==> config.mk <==
export PLATFORM = sky130hd
export DESIGN_NAME = ic_ud_counter_n
export DESIGN_NICKNAME = d
export VERILOG_FILES = /design/src/rtl/ic_ud_counter_n.sv
export SDC_FILE = /design/constraint.sdc
export NUM_CORES = 1
export LEC_CHECK = 0
export ABC_AREA = 1
export BUFFER_PORTS_ARGS = -buffer_cell sky130_fd_sc_hd__clkbuf_2
export CAP_MARGIN = 25
export CORE_AREA = 10 10 47 49
export CTS_CLUSTER_DIAMETER = 50
export DETAILED_ROUTE_END_ITERATION = 10
export DIE_AREA = 0 0 57 59
export GPL_ROUTABILITY_DRIVEN = 0
export GPL_TIMING_DRIVEN = 0
export PLACE_DENSITY_LB_ADDON = 0.15
export SETUP_SLACK_MARGIN = 0.15
export SLEW_MARGIN = 10
export SYNTH_ARGS = -nofsm -noshare
export SYNTH_HDL_FRONTEND = slang
export SYNTH_SLANG_ARGS = --single-unit
==> constraint.sdc <==
create_clock -name C -period 2.1 [get_ports C]
set_clock_uncertainty 0.1 [all_clocks]
set_input_delay 0.105 -clock C [delete_from_list [all_inputs] [get_ports C]]
set_output_delay 0.105 -clock C [all_outputs]
set_load 0.01 [all_outputs]
==> src/rtl/ic_ud_counter_n.sv <==
// Presettable up/down modulo-N counter with wrap, saturate and one-shot modes,
// active-low ripple carry/borrow outputs for cascading stages.
module ic_ud_counter_n #(
    parameter int WIDTH   = 4,
    parameter int MODULUS = 16
) (
    input  logic             C,
    input  logic             R,
    input  logic [WIDTH-1:0] D,
    input  logic             LDn,
    input  logic             CLR,
    input  logic             EN,
    input  logic             CI,
    input  logic             UP,
    input  logic [1:0]       MODE,
    output logic [WIDTH-1:0] Q,
    output logic             CRn,
    output logic             BRn,
    output logic             DONE
);

    localparam logic [WIDTH-1:0] MAXV = WIDTH'(MODULUS - 1);
    localparam logic [WIDTH-1:0] ONE  = WIDTH'(1);

    logic [WIDTH-1:0] q_q, q_d;
    logic             done_q, done_d;
    logic             step, at_max, at_zero, at_term;

    assign step    = EN & CI & ~done_q;
    assign at_max  = (q_q == MAXV);
    assign at_zero = (q_q == '0);
    assign at_term = UP ? at_max : at_zero;

    always_comb begin
        q_d    = q_q;
        done_d = done_q;
        if (CLR) begin
            q_d    = '0;
            done_d = 1'b0;
        end else if (!LDn) begin
            q_d    = (D > MAXV) ? MAXV : D;
            done_d = 1'b0;
        end else if (step) begin
            if (at_term) begin
                // Saturate holds at terminal; wrap and one-shot roll over.
                if (MODE != 2'b01)
                    q_d = UP ? '0 : MAXV;
            end else begin
                q_d = UP ? (q_q + ONE) : (q_q - ONE);
                if (MODE == 2'b10 && (UP ? (q_q == MAXV - ONE) : (q_q == ONE)))
                    done_d = 1'b1;
            end
        end
    end

    always_ff @(posedge C or posedge R) begin
        if (R) begin
            q_q    <= '0;
            done_q <= 1'b0;
        end else begin
            q_q    <= q_d;
            done_q <= done_d;
        end
    end

    assign Q    = q_q;
    assign DONE = done_q;
    assign CRn  = ~(UP & at_max & step);
    assign BRn  = ~(~UP & at_zero & step);

endmodule

; ---- Yosys cells after proc, flatten, opt, wreduce, memory -nomap -nowiden
; Cells that the tools add are included.
[totals]
ff_bits = 5
in_bits = 13
output_inout_bits = 7
word_cells = 43
[classes]
n_addsub = 2
magnitude_cmp = 1
eq_ne = 9
mux = 15
bitwise_logic = 10
reduce_logical = 4
[ops]
columns = cell, n
row1 = $mux 4, 8
row2 = $eq 4x4->1 const B, 2
row3 = $mux 1, 7
row4 = $and 1x1->1, 6
row5 = $ne 3x2->1 const B, 2
row6 = $add 4x1->4 const B, 1
row7 = $eq 4x1->1 const B, 1
row8 = $gt 4x4->1 const B, 1
row9 = $logic_not 4->1, 1
row10 = $ne 4x3->1 const B, 1
row11 = $not 1->1, 4
row12 = $sub 4x1->4 const B, 1
row13 = $ne 3x3->1 const B, 1
row14 = $reduce_and 3->1, 1
row15 = $eq 2x2->1 const B, 1
row16 = $ne 2x1->1 const B, 1
row17 = $reduce_and 2->1, 1
row18 = $logic_and 1x1->1, 1

; ---- Logic depth before layout (Yosys ltp)
; Gate-level depths: netlist of the first run.
[logic_depth]
ltp_word = 8
ltp_mapped = 10
mapped_depth_nobuf = 9

; ---- Least setup slack after synthesis of the first run
; OpenSTA, ideal clock, no wires.
[synth_path]
path_type = register -> register
from = register q_q[0] (netlist: Q[0])
to = register q_q[3] (netlist: Q[3])
setup_time_ns = 0.117
arrival_time_ns = 1.283
required_time_ns = 1.883
path_slack_ns = 0.600
path_stages_with_launch = 10
n_path_buf = 0
period_less_slack_ns = 1.500
path_cell_list = dfrtp_1 inv_1 ha_1 nand3_2 nand2_2 nand3_2 nand2_4 nor2_2 nand2_1 nand2_1
[synth_via]
elab_chain_len = 6
elab_cells_between_ends = 12
cone_classes = add/sub (2) / eq/ne (2) / mux (6) / reduce/logical (2)
[synth_lines]
columns = element, line
row1 = "start, declared", 25  ; logic [WIDTH-1:0] q_q, q_d;
row2 = "start signal, assigned", 61  ; q_q <= q_d;
row3 = $sub 4x1->4 (tied with other cells), 49  ; q_d = UP ? (q_q + ONE) : (q_q - ONE);
row4 = $mux 4 / $mux 1 (equally long branches), "49, 32"
row5 = $mux 4, 44  ; if (at_term) begin
row6 = $mux 4, 43  ; end else if (step) begin
row7 = $mux 4, 40  ; end else if (!LDn) begin
row8 = $mux 4, 37  ; if (CLR) begin
; Parallel ways exist; a longest one is shown, timed or not. The select of a mux whose other input is x is not followed.
; A chain may end at the register's enable or synchronous reset.

; ---- Final worst setup path of the first run
[layout_path]
from = register q_q[0] (netlist: Q[0])
to = output CRn
[layout_via]
elab_chain_len = 4
[layout_lines]
columns = element, line
row1 = $eq 4x4->1, 30  ; assign at_max = (q_q == MAXV);
row2 = $and 1x1->1 (2 in a row), 68  ; assign CRn = ~(UP & at_max & step);
row3 = $not 1->1, 68
row4 = "end, declared", 17  ; output logic CRn,
; Every way passes these cells.

==> flow_summary.yaml, run 1 <==
setup_path:
  slowest_delay_ns: 0.50
  critPathLaunch: "Q[0]"
  crit_family: "flip-flops"
  rr_worst_depth: 9
  cp_slowest_cell: "dfrtp_1"
  critPathBufInv: 2
  cp_max_fo: 9
  cp_num_cells: 5
  timing.rr.start: "Q[0]"
  endpoint_kind: "primary output"
  worstPathArrival_ns: 1.43
  crit_type: "reg2out"
  cp_cell_sequence: "ha_1, nand4_2, inv_1, nand2_1, clkbuf_2"
  crit_required_ns: 1.89
  setup.worst_path.start_class: "flip-flop"
timing:
  rsz0062_at_grt: "false"
  setup_viol: 0
  fin_crit_ns: 1.638
  finalCritPeriodShare_pct: 78.02
  finalHoldViolations: 0
  setup_ws_ns: 0.4615
  relSlewSlack_pct: 80.26
  setup_tns_ns: 0
  fin_hold_ws_ns: 0.08707
  fmax_mhz: 610.3
  worstMarginPinSlew_ns: 0.2962
  slew_violations: 0
worst_hold_path:
  hold_start: "CLR"
  min_path_type: "in2reg"
  worstHoldPathCells: 4
power:
  power_uw: 380.9
  ir_worst_vdd_v: 0.0004574
  powerDensity_nw_per_um2: 527.6
  leakage_nw: 0.4237
route:
  wire_per_inst_um: 10.82
  via_per_inst: 4.831
  antenna_left: 0
  drtIter0Drc: 3
  drt_pass1_iterations: 3
  vias: 628
  drt_wl_total_mm: 1.406
  drc: 0
global_routing:
  grt_overflow: 0
  grt_pass1_vias: 605
  grt_pass1_wl_mm: 2.484
  antenna_found_initial: 0
  grt_usage_pct: 9.154
  grt_max_degree: 10
place:
  dp.cells: 125
  port_buffers: 18
  place_ws_ns: 0.4747
  dp_hpwl_mm: 1.137
floorplanning:
  core_area_um2: 1401
  start_util_pct: 41.07
  rows: 14
  die_x_um: 57
  die_height_um: 59
  io_pins: 20
  fp.dieArea_um2: 3363
flow_run:
  max_cap_viol_count: 0
layout:
  area_growth_pct: 25.43
  finalNonFillerCells: 130
  layout-drive-gt1-share_pct: 28.07
  insertedDiodeCount: 0
  nets: 133
  fillCellCount: 152
logic_synthesis:
  synth_common_cells: "nand2_1 (31), nor2_1 (15), inv_1 (7)"
  synth_edf_count: 0
  ys_warn_count: 0
  netlist_instances: 91
  synth_top_area_share_pct: 21.74
  avgSynthCellArea_um2: 6.325
  ys.flop_type: "dfrtp_1"
  yosysTopAreaCell: "dfrtp_1"
  synth-seq-cells: 5
  yosysMostFrequentCell: "nand2_1"
  async_flop_share_pct: 100.0
  ys_seq_area_share_pct: 21.74
  syn_area_um2: 575.6
  syn_nets: 109
  ys_types: 20
  synthTopCellsByArea: "dfrtp_1 (22%), nand2_1 (20%), ha_1 (11%), nor2_1 (9.8%), inv_1 (4.6%)"
clock_tree:
  cts_tree: "done"
  cts_max_level: 1
  cts_made_buffers: 3
  clockBufferDepth: 2
  clk_pin_slew_ns: 0.04
  cts_num_sinks: 5
  cts_root_buf: "clkbuf_4"
  clk_latency_ns: 0.25
run_status:
  status: "finished, final reports clean"
through the flow:
stage / utilization [%] / instance area (um2)
5_1_grt: 51.52 / 721.9
6_report: 51.52 / 721.9
2_1_floorplan: - / 575.6
4_1_cts: 51.52 / 721.9
3_5_place_dp: 48.93 / 685.7
3_3_place_gp: 48.93 / 685.7
what timing repair did:
item                       in CTS  in global routing
setup endpoints to repair       0                  0
setup buffers                   0                  0
hold endpoints to repair        5                  0
hold buffers                    1                  0
gates resized for setup         0                  0
sequential cells by signal (all words and copies together) (netlist names):
signal  count
Q           4
DONE        1
cells in the final DEF, fill, tap and decap left out, types with 2 or more instances in the layout:
cell type and instances:
inv_1 7, nor2_1 15, nand2_1 31, buf_4 2, o21ai_1 3, dfrtp_1 5
o21ai_0 2, nand3_1 5, nand3b_1 2, nand4_1 3, clkbuf_2 18, ha_1 5
clkbuf_4 3, nand3_2 2, inv_2 2
final timing paths:
check | slack (ns) | to
setup / recovery | 0.46 | CRn
hold / removal | 0.09 | Q[0]
setup reg to reg | 0.46 | Q[3]
hold reg to reg | 0.48 | DONE
max in group asynchronous | 1.56 | DONE
min in group asynchronous | 0.17 | Q[1]
worst min-delay path, stage by stage:
cell	delay (ns)
clkbuf_2	0.12
nor2_1	0.05
nand2_1	0.05
o21ai_1	0.05
power by group:
part	switching [mW]	internal (mW)
Clock	0.0400	0.0719
Combinational	0.0843	0.0610
Sequential	0.0177	0.106
logic make-up (layout without fill, tap and decap cells):
family / Yosys count / after routing / share of synthesized area (%)
AND/OR/NAND/NOR: 63 / 63 / 51.96
buffers and inverters: 11 / 34 / 8.479
flip-flops: 5 / 5 / 21.74
AO/OA/AOI/OAI: 7 / 7 / 6.957
adder cells (fa/ha/maj): 5 / 5 / 10.87
layout make-up:
| cell class | instances | area (um2) | area share, % |
|---|---|---|---|
| multi-input cells | 75 | 401.6 | 55.63 |
| repair buffers | 19 | 100.1 | 13.86 |
| clock buffers | 4 | 26.28 | 3.640 |
| well taps | 16 | 20.02 | 2.773 |
| plain buffers | 2 | 15.01 | 2.080 |
| flip-flops and latches | 5 | 125.1 | 17.33 |
| inverters | 9 | 33.78 | 4.679 |
routing by layer:
metal	up-vias	GRT usage (%)	part of all wire, %
met5	-	0	0
met3	6	4.292	7.7
met2	18	13.33	43
li1	335	-	-
met1	269	10.08	45
met4	0	7.047	3.8
Power figures use the tool's default switching activity.
==> run 2, diff against run 1 <==
Settings changed: CORE_AREA 10 10 47 49 to default, CORE_MARGIN from default to 10, CORE_UTILIZATION from default to 43, DIE_AREA 0 0 57 59 to default.
Clock period 2.1 ns to 1.4 ns, I/O delays scaled along.
==> flow_summary.yaml, run 2 (synthesis gave the netlist of run 1 again) <==
run_status:
  status: "finished with violations"
  violations: "setup timing"
route:
  vias: 666
  drc: 0
  wl_met3_um: 152
  drt_pass1_iterations: 4
  via_per_inst: 4.933
  drt_wl_total_mm: 1.614
  wire_per_inst_um: 11.96
  highest_layer: "met4"
  met1_length_um: 686
  wl_met2_um: 743
  antenna_left: 0
  drtIter0Drc: 11
place:
  dp_hpwl_mm: 1.243
  port_buffers: 18
floorplanning:
  io_pins: 20
  core_area_um2: 1285
  start_util_pct: 44.79
  rows: 13
  die_x_um: 56.59
  die_height_um: 56.59
  fp.dieArea_um2: 3202
timing:
  setup_tns_ns: -0.2487
  fin_hold_ws_ns: 0.04708
  slew_violations: 0
  fin_crit_ns: 1.471
  setup_viol: 7
  rsz0062_at_grt: "true"
  fmax_mhz: 679.9
  finalHoldViolations: 0
  worstMarginPinSlew_ns: 0.3292
  finalCritPeriodShare_pct: 105.1
  relSlewSlack_pct: 78.05
  setup_ws_ns: -0.07072
layout:
  insertedDiodeCount: 0
  nets: 139
  final_common_cell: "nand2_1"
  fillCellCount: 125
  layout-drive-gt1-share_pct: 38.33
  multi_input_area_um2: 457.9
  area_growth_pct: 43.91
  most-common-layout-cells: "nand2_1 (31), clkbuf_2 (18), nor2_1 (15)"
  seq_area_um2: 127.6
  largest_register_ffs: 4
global_routing:
  grt_max_degree: 10
  grt_overflow: 0
  grt_usage_pct: 10.14
  grt_pass1_vias: 630
  grt_pass1_wl_mm: 2.711
  antenna_found_initial: 0
setup_path:
  crit_type: "reg2out"
  cp_max_fo: 7
  critPathLaunch: "Q[1]"
  endpoint_kind: "primary output"
  setup.worst_path.start_class: "flip-flop"
  timing.rr.start: "Q[1]"
  worstPathArrival_ns: 1.30
  crit_required_ns: 1.23
flow_run:
  max_cap_viol_count: 0
power:
  ir_worst_vdd_v: 0.0004742
  power_uw: 652.4
  powerDensity_nw_per_um2: 787.6
  leakage_nw: 0.4463
clock_tree:
  clockBufferDepth: 2
  clk_pin_slew_ns: 0.04
  cts_root_buf: "clkbuf_4"
  cts_tree: "done"
  cts_num_sinks: 5
  clk_latency_ns: 0.25
  cts_made_buffers: 3
  cts_max_level: 1
worst_hold_path:
  hold_start: "CLR"
  min_path_type: "in2reg"
[run 2: changes by cell type in the layout (fill, tap and decap cells not counted), moves of 2 or more]
cell / delta
dfrtp_2: +2
nand3_2: -2
ha_4: +2
inv_2: +3
nand3_4: +2
ha_1: -3
buf_4: +5
inv_1: -3
dfrtp_1: -2
[run 2: stage by stage]
step                utilization (%)  setup WS [ns]  std cells  area [um2]
floorplan                         -      -0.001241         91       610.6
global placement              55.99       -0.08567        124       719.4
detailed placement            55.99       -0.09898        124       719.4
CTS                           62.61       -0.06412        134       804.5
global route                  64.46        -0.1604        135       828.3
finish                        64.46       -0.07072        135       828.3
[run 2: layer usage]
metal,GRT usage (%),up-vias
met5,0,-
met4,4.811,0
met3,4.045,6
met2,17.08,27
met1,10.65,281
li1,-,352
[run 2: worst paths after layout]
check | cells past startpoint | endpoint | slack, ns
min | 4 | Q[1] | 0.05
max in group asynchronous | 3 | Q[1] | 0.83
max reg2reg | 9 | Q[3] | -0.07
min in group asynchronous | 3 | Q[2] | 0.16
max | 5 | CRn | -0.07
min reg2reg | 1 | DONE | 0.45
[run 2: critical path, cell delays in order (launching register included)]
cell and delay, ns:
dfrtp_2 0.47, ha_4 0.18, nand4_4 0.15, inv_2 0.09
nand2_1 0.04, clkbuf_2 0.13
[run 2: final cells by class]
class,instances,area share (%)
buffer,2,2.266
clock buffer,4,3.172
inverter,9,4.079
multi-input combinational,75,55.29
sequential,5,15.41
tap,15,2.266
timing repair buffer,25,17.52
[run 2: where the power goes]
| part | switching (mW) | internal (mW) |
|---|---|---|
| Combinational | 0.153 | 0.134 |
| Clock | 0.0656 | 0.108 |
| Sequential | 0.0315 | 0.160 |
| Total | 0.250 | 0.402 |
[run 2: repair_timing]
item / 4_1_cts / 5_1_grt
resized for setup: 3 / 3
pin swaps: 5 / 4
buffers inserted: 5 / 1
endpoints found under the hold margin: 5 / 0
setup endpoints to repair: 7 / 7
hold buffers: 1 / 0
==> run 3, diff against run 2 <==
Settings changed: ABC_AREA 1 to 0, CORE_AREA from default to 10 10 47 49, CORE_MARGIN 10 to default, CORE_UTILIZATION 43 to default, DIE_AREA from default to 0 0 57 59.
==> flow_summary.yaml, run 3 <==
logic_synthesis:
  yosysTopAreaCell: "dfrtp_1"
  synth_compound_area_share_pct: 23.56
  synth_edf_count: 0
  syn_nets: 84
  avgSynthCellArea_um2: 8.209
  ys_seq_area_share_pct: 23.09
  ys_warn_count: 0
  ys.flop_type: "dfrtp_1"
  async_flop_share_pct: 100.0
  ys_types: 29
  synthAdderAreaFrac_pct: 11.55
  syn_area_um2: 541.8
  yosysMostFrequentCell: "nor2_1"
  synth_mux_area_share_pct: 9.931
  synth-seq-cells: 5
  synth_top_area_share_pct: 23.09
  synth_top_family_by_area: "simple AND/OR/NAND/NOR gates"
  synth_common_cells: "nor2_1 (7), inv_1 (6), dfrtp_1 (5), ha_1 (5), nand2_1 (5)"
  synthSimpleGateAreaFrac_pct: 25.40
  synthTopCellsByArea: "dfrtp_1 (23%), ha_1 (12%), mux2_1 (6.2%), nor2_1 (4.8%), inv_1 (4.2%)"
  netlist_instances: 66
  synth-xor-area-share_pct: 0
setup_path:
  critPathBufInv: 1
  worstPathArrival_ns: 1.91
  cp_cell_sequence: "inv_4, ha_4, nor4b_4, o21ai_2, a211o_4, mux2_4"
  endpoint: "Q[3]"
  setup.worst_path.start_class: "flip-flop"
  rr_worst_depth: 6
  cp_slowest_cell: "dfrtp_2"
  critPathLaunch: "Q[1]"
  r2r_setup_slack_ns: -0.49
  rr_endpoint: "Q[3]"
  crit_type: "reg2reg"
  crit_required_ns: 1.42
  endpoint_kind: "flip-flop"
  timing.rr.start: "Q[1]"
  cp_max_fo: 4
  crit_family: "flip-flops"
  cp_num_cells: 6
  slowest_delay_ns: 0.46
layout:
  area_growth_pct: 71.36
  most-common-layout-cells: "clkbuf_2 (17), buf_4 (11), nor2_1 (7)"
  nets: 124
  insertedDiodeCount: 0
  largest_register_ffs: 4
  final_common_cell: "clkbuf_2"
  finalNonFillerCells: 121
  layout-drive-gt1-share_pct: 51.43
  fillCellCount: 114
timing:
  rsz0062_at_grt: "true"
  slew_violations: 0
  fin_crit_ns: 1.893
  setup_tns_ns: -2.745
  relSlewSlack_pct: 73.46
  setup_ws_ns: -0.4934
  finalHoldViolations: 0
  worstMarginPinSlew_ns: 0.3981
  fmax_mhz: 528.2
  setup_viol: 7
  finalCritPeriodShare_pct: 135.2
power:
  ir_worst_vdd_v: 0.0005684
  combPwrFrac_pct: 49.7
  powerDensity_nw_per_um2: 766.2
  leakage_nw: 0.4426
  p_switching_uw: 245.9
  power.share.sequential_pct: 27.5
  clkPwrFrac_pct: 22.8
  power_uw: 711.3
  p_int_uw: 465.4
  p_sw_share_pct: 34.57
route:
  drc: 0
  drt_wl_total_mm: 1.925
  drtIter0Drc: 14
  drt_pass1_iterations: 4
  antenna_left: 0
  vias: 673
  via_per_inst: 5.562
  wire_per_inst_um: 15.91
clock_tree:
  cts_made_buffers: 3
  cts_max_level: 1
  cts_root_buf: "clkbuf_4"
  clk_latency_ns: 0.24
  cts_tree: "done"
  clockBufferDepth: 2
  cts_num_sinks: 5
  clk_pin_slew_ns: 0.04
floorplanning:
  die_x_um: 57
  start_util_pct: 38.66
  io_pins: 20
  fp.dieArea_um2: 3363
  core_area_um2: 1401
  rows: 14
  die_height_um: 59
global_routing:
  grt_overflow: 0
  grt_pass1_vias: 640
  grt_max_degree: 11
  grt_pass1_wl_mm: 3.077
  antenna_found_initial: 0
  grt_usage_pct: 11.08
flow_run:
  max_cap_viol_count: 0
place:
  port_buffers: 18
  dp_hpwl_mm: 1.125
  place_ws_ns: -0.6369
  dp.cells: 100
run_status:
  violations: "setup timing"
  status: "finished with violations"
worst_hold_path:
  min_path_type: "in2reg"
-- run 3: kinds of logic (layout without fill, tap and decap cells) --
family                   count (synthesis)  after routing
flip-flops                               5              5
adder cells (fa/ha/maj)                  5              5
AO/OA/AOI/OAI                           17             17
multiplexers                             5              5
AND/OR/NAND/NOR                         25             25
buffers and inverters                    9             48
-- run 3: layer usage --
metal / wire (um) / part of all wire [%] / vias to the layer above / GRT usage, %
li1: - / - / 321 / -
met1: 817 / 42 / 316 / 13.86
met2: 933 / 48 / 32 / 17.36
met3: 127 / 6.6 / 4 / 4.077
met4: 46 / 2.4 / 0 / 3.020
met5: 0 / 0 / - / 0
-- run 3: what timing repair did --
action / 4_1_cts / 5_1_grt
hold buffers: 2 / 0
endpoints found under the hold margin: 6 / 0
pin swaps: 7 / 6
gates resized for setup: 10 / 10
buffers inserted: 12 / 3
setup endpoints to repair: 7 / 8
-- run 3: power groups by stage --
stage	logic, mW	clock network, mW	registers, mW
finish	0.354	0.162	0.196
global route	0.385	0.181	0.197
CTS	0.306	0.171	0.193
detailed placement	0.212	0	0.199
global placement	0.214	0	0.199
floorplan	0.141	0	0.196
-- run 3: worst min-delay path by stage --
stage | from | depth (start not counted) | endpoint
after global routing | D[1] | 5 | Q[1]
after CTS | D[1] | 5 | Q[1]
after global placement | R | 2 | DONE
after floorplan | R | 1 | DONE
final | D[1] | 5 | Q[1]
after detailed placement | R | 2 | DONE
-- run 3: worst reg2reg max path, stage by stage (launching register included) --
cell     delay (ns)
dfrtp_2        0.46
inv_4          0.08
ha_4           0.14
nor4b_4        0.24
o21ai_2        0.09
a211o_4        0.36
mux2_4         0.31
-- run 3: area by class of cell --
class	count	area [um2]	share of cell area, %
buffer	3	13.76	1.482
clock buffer	4	26.28	2.830
inverter	6	25.02	2.695
multi-input combinational	52	462.9	49.87
sequential	5	127.6	13.75
tap	16	20.02	2.156
timing repair buffer	35	252.7	27.22
-- run 3: metrics by stage --
stage | utilization [%] | hold WS, ns | area [um2]
after global placement | 48.21 | -0.1505 | 675.6
after CTS | 61.70 | 0.09435 | 864.6
after global routing | 66.25 | 0.1259 | 928.4
after detailed placement | 48.21 | -0.1467 | 675.6
final | 66.25 | 0.09695 | 928.4
after floorplan | - | -0.2516 | 565.5
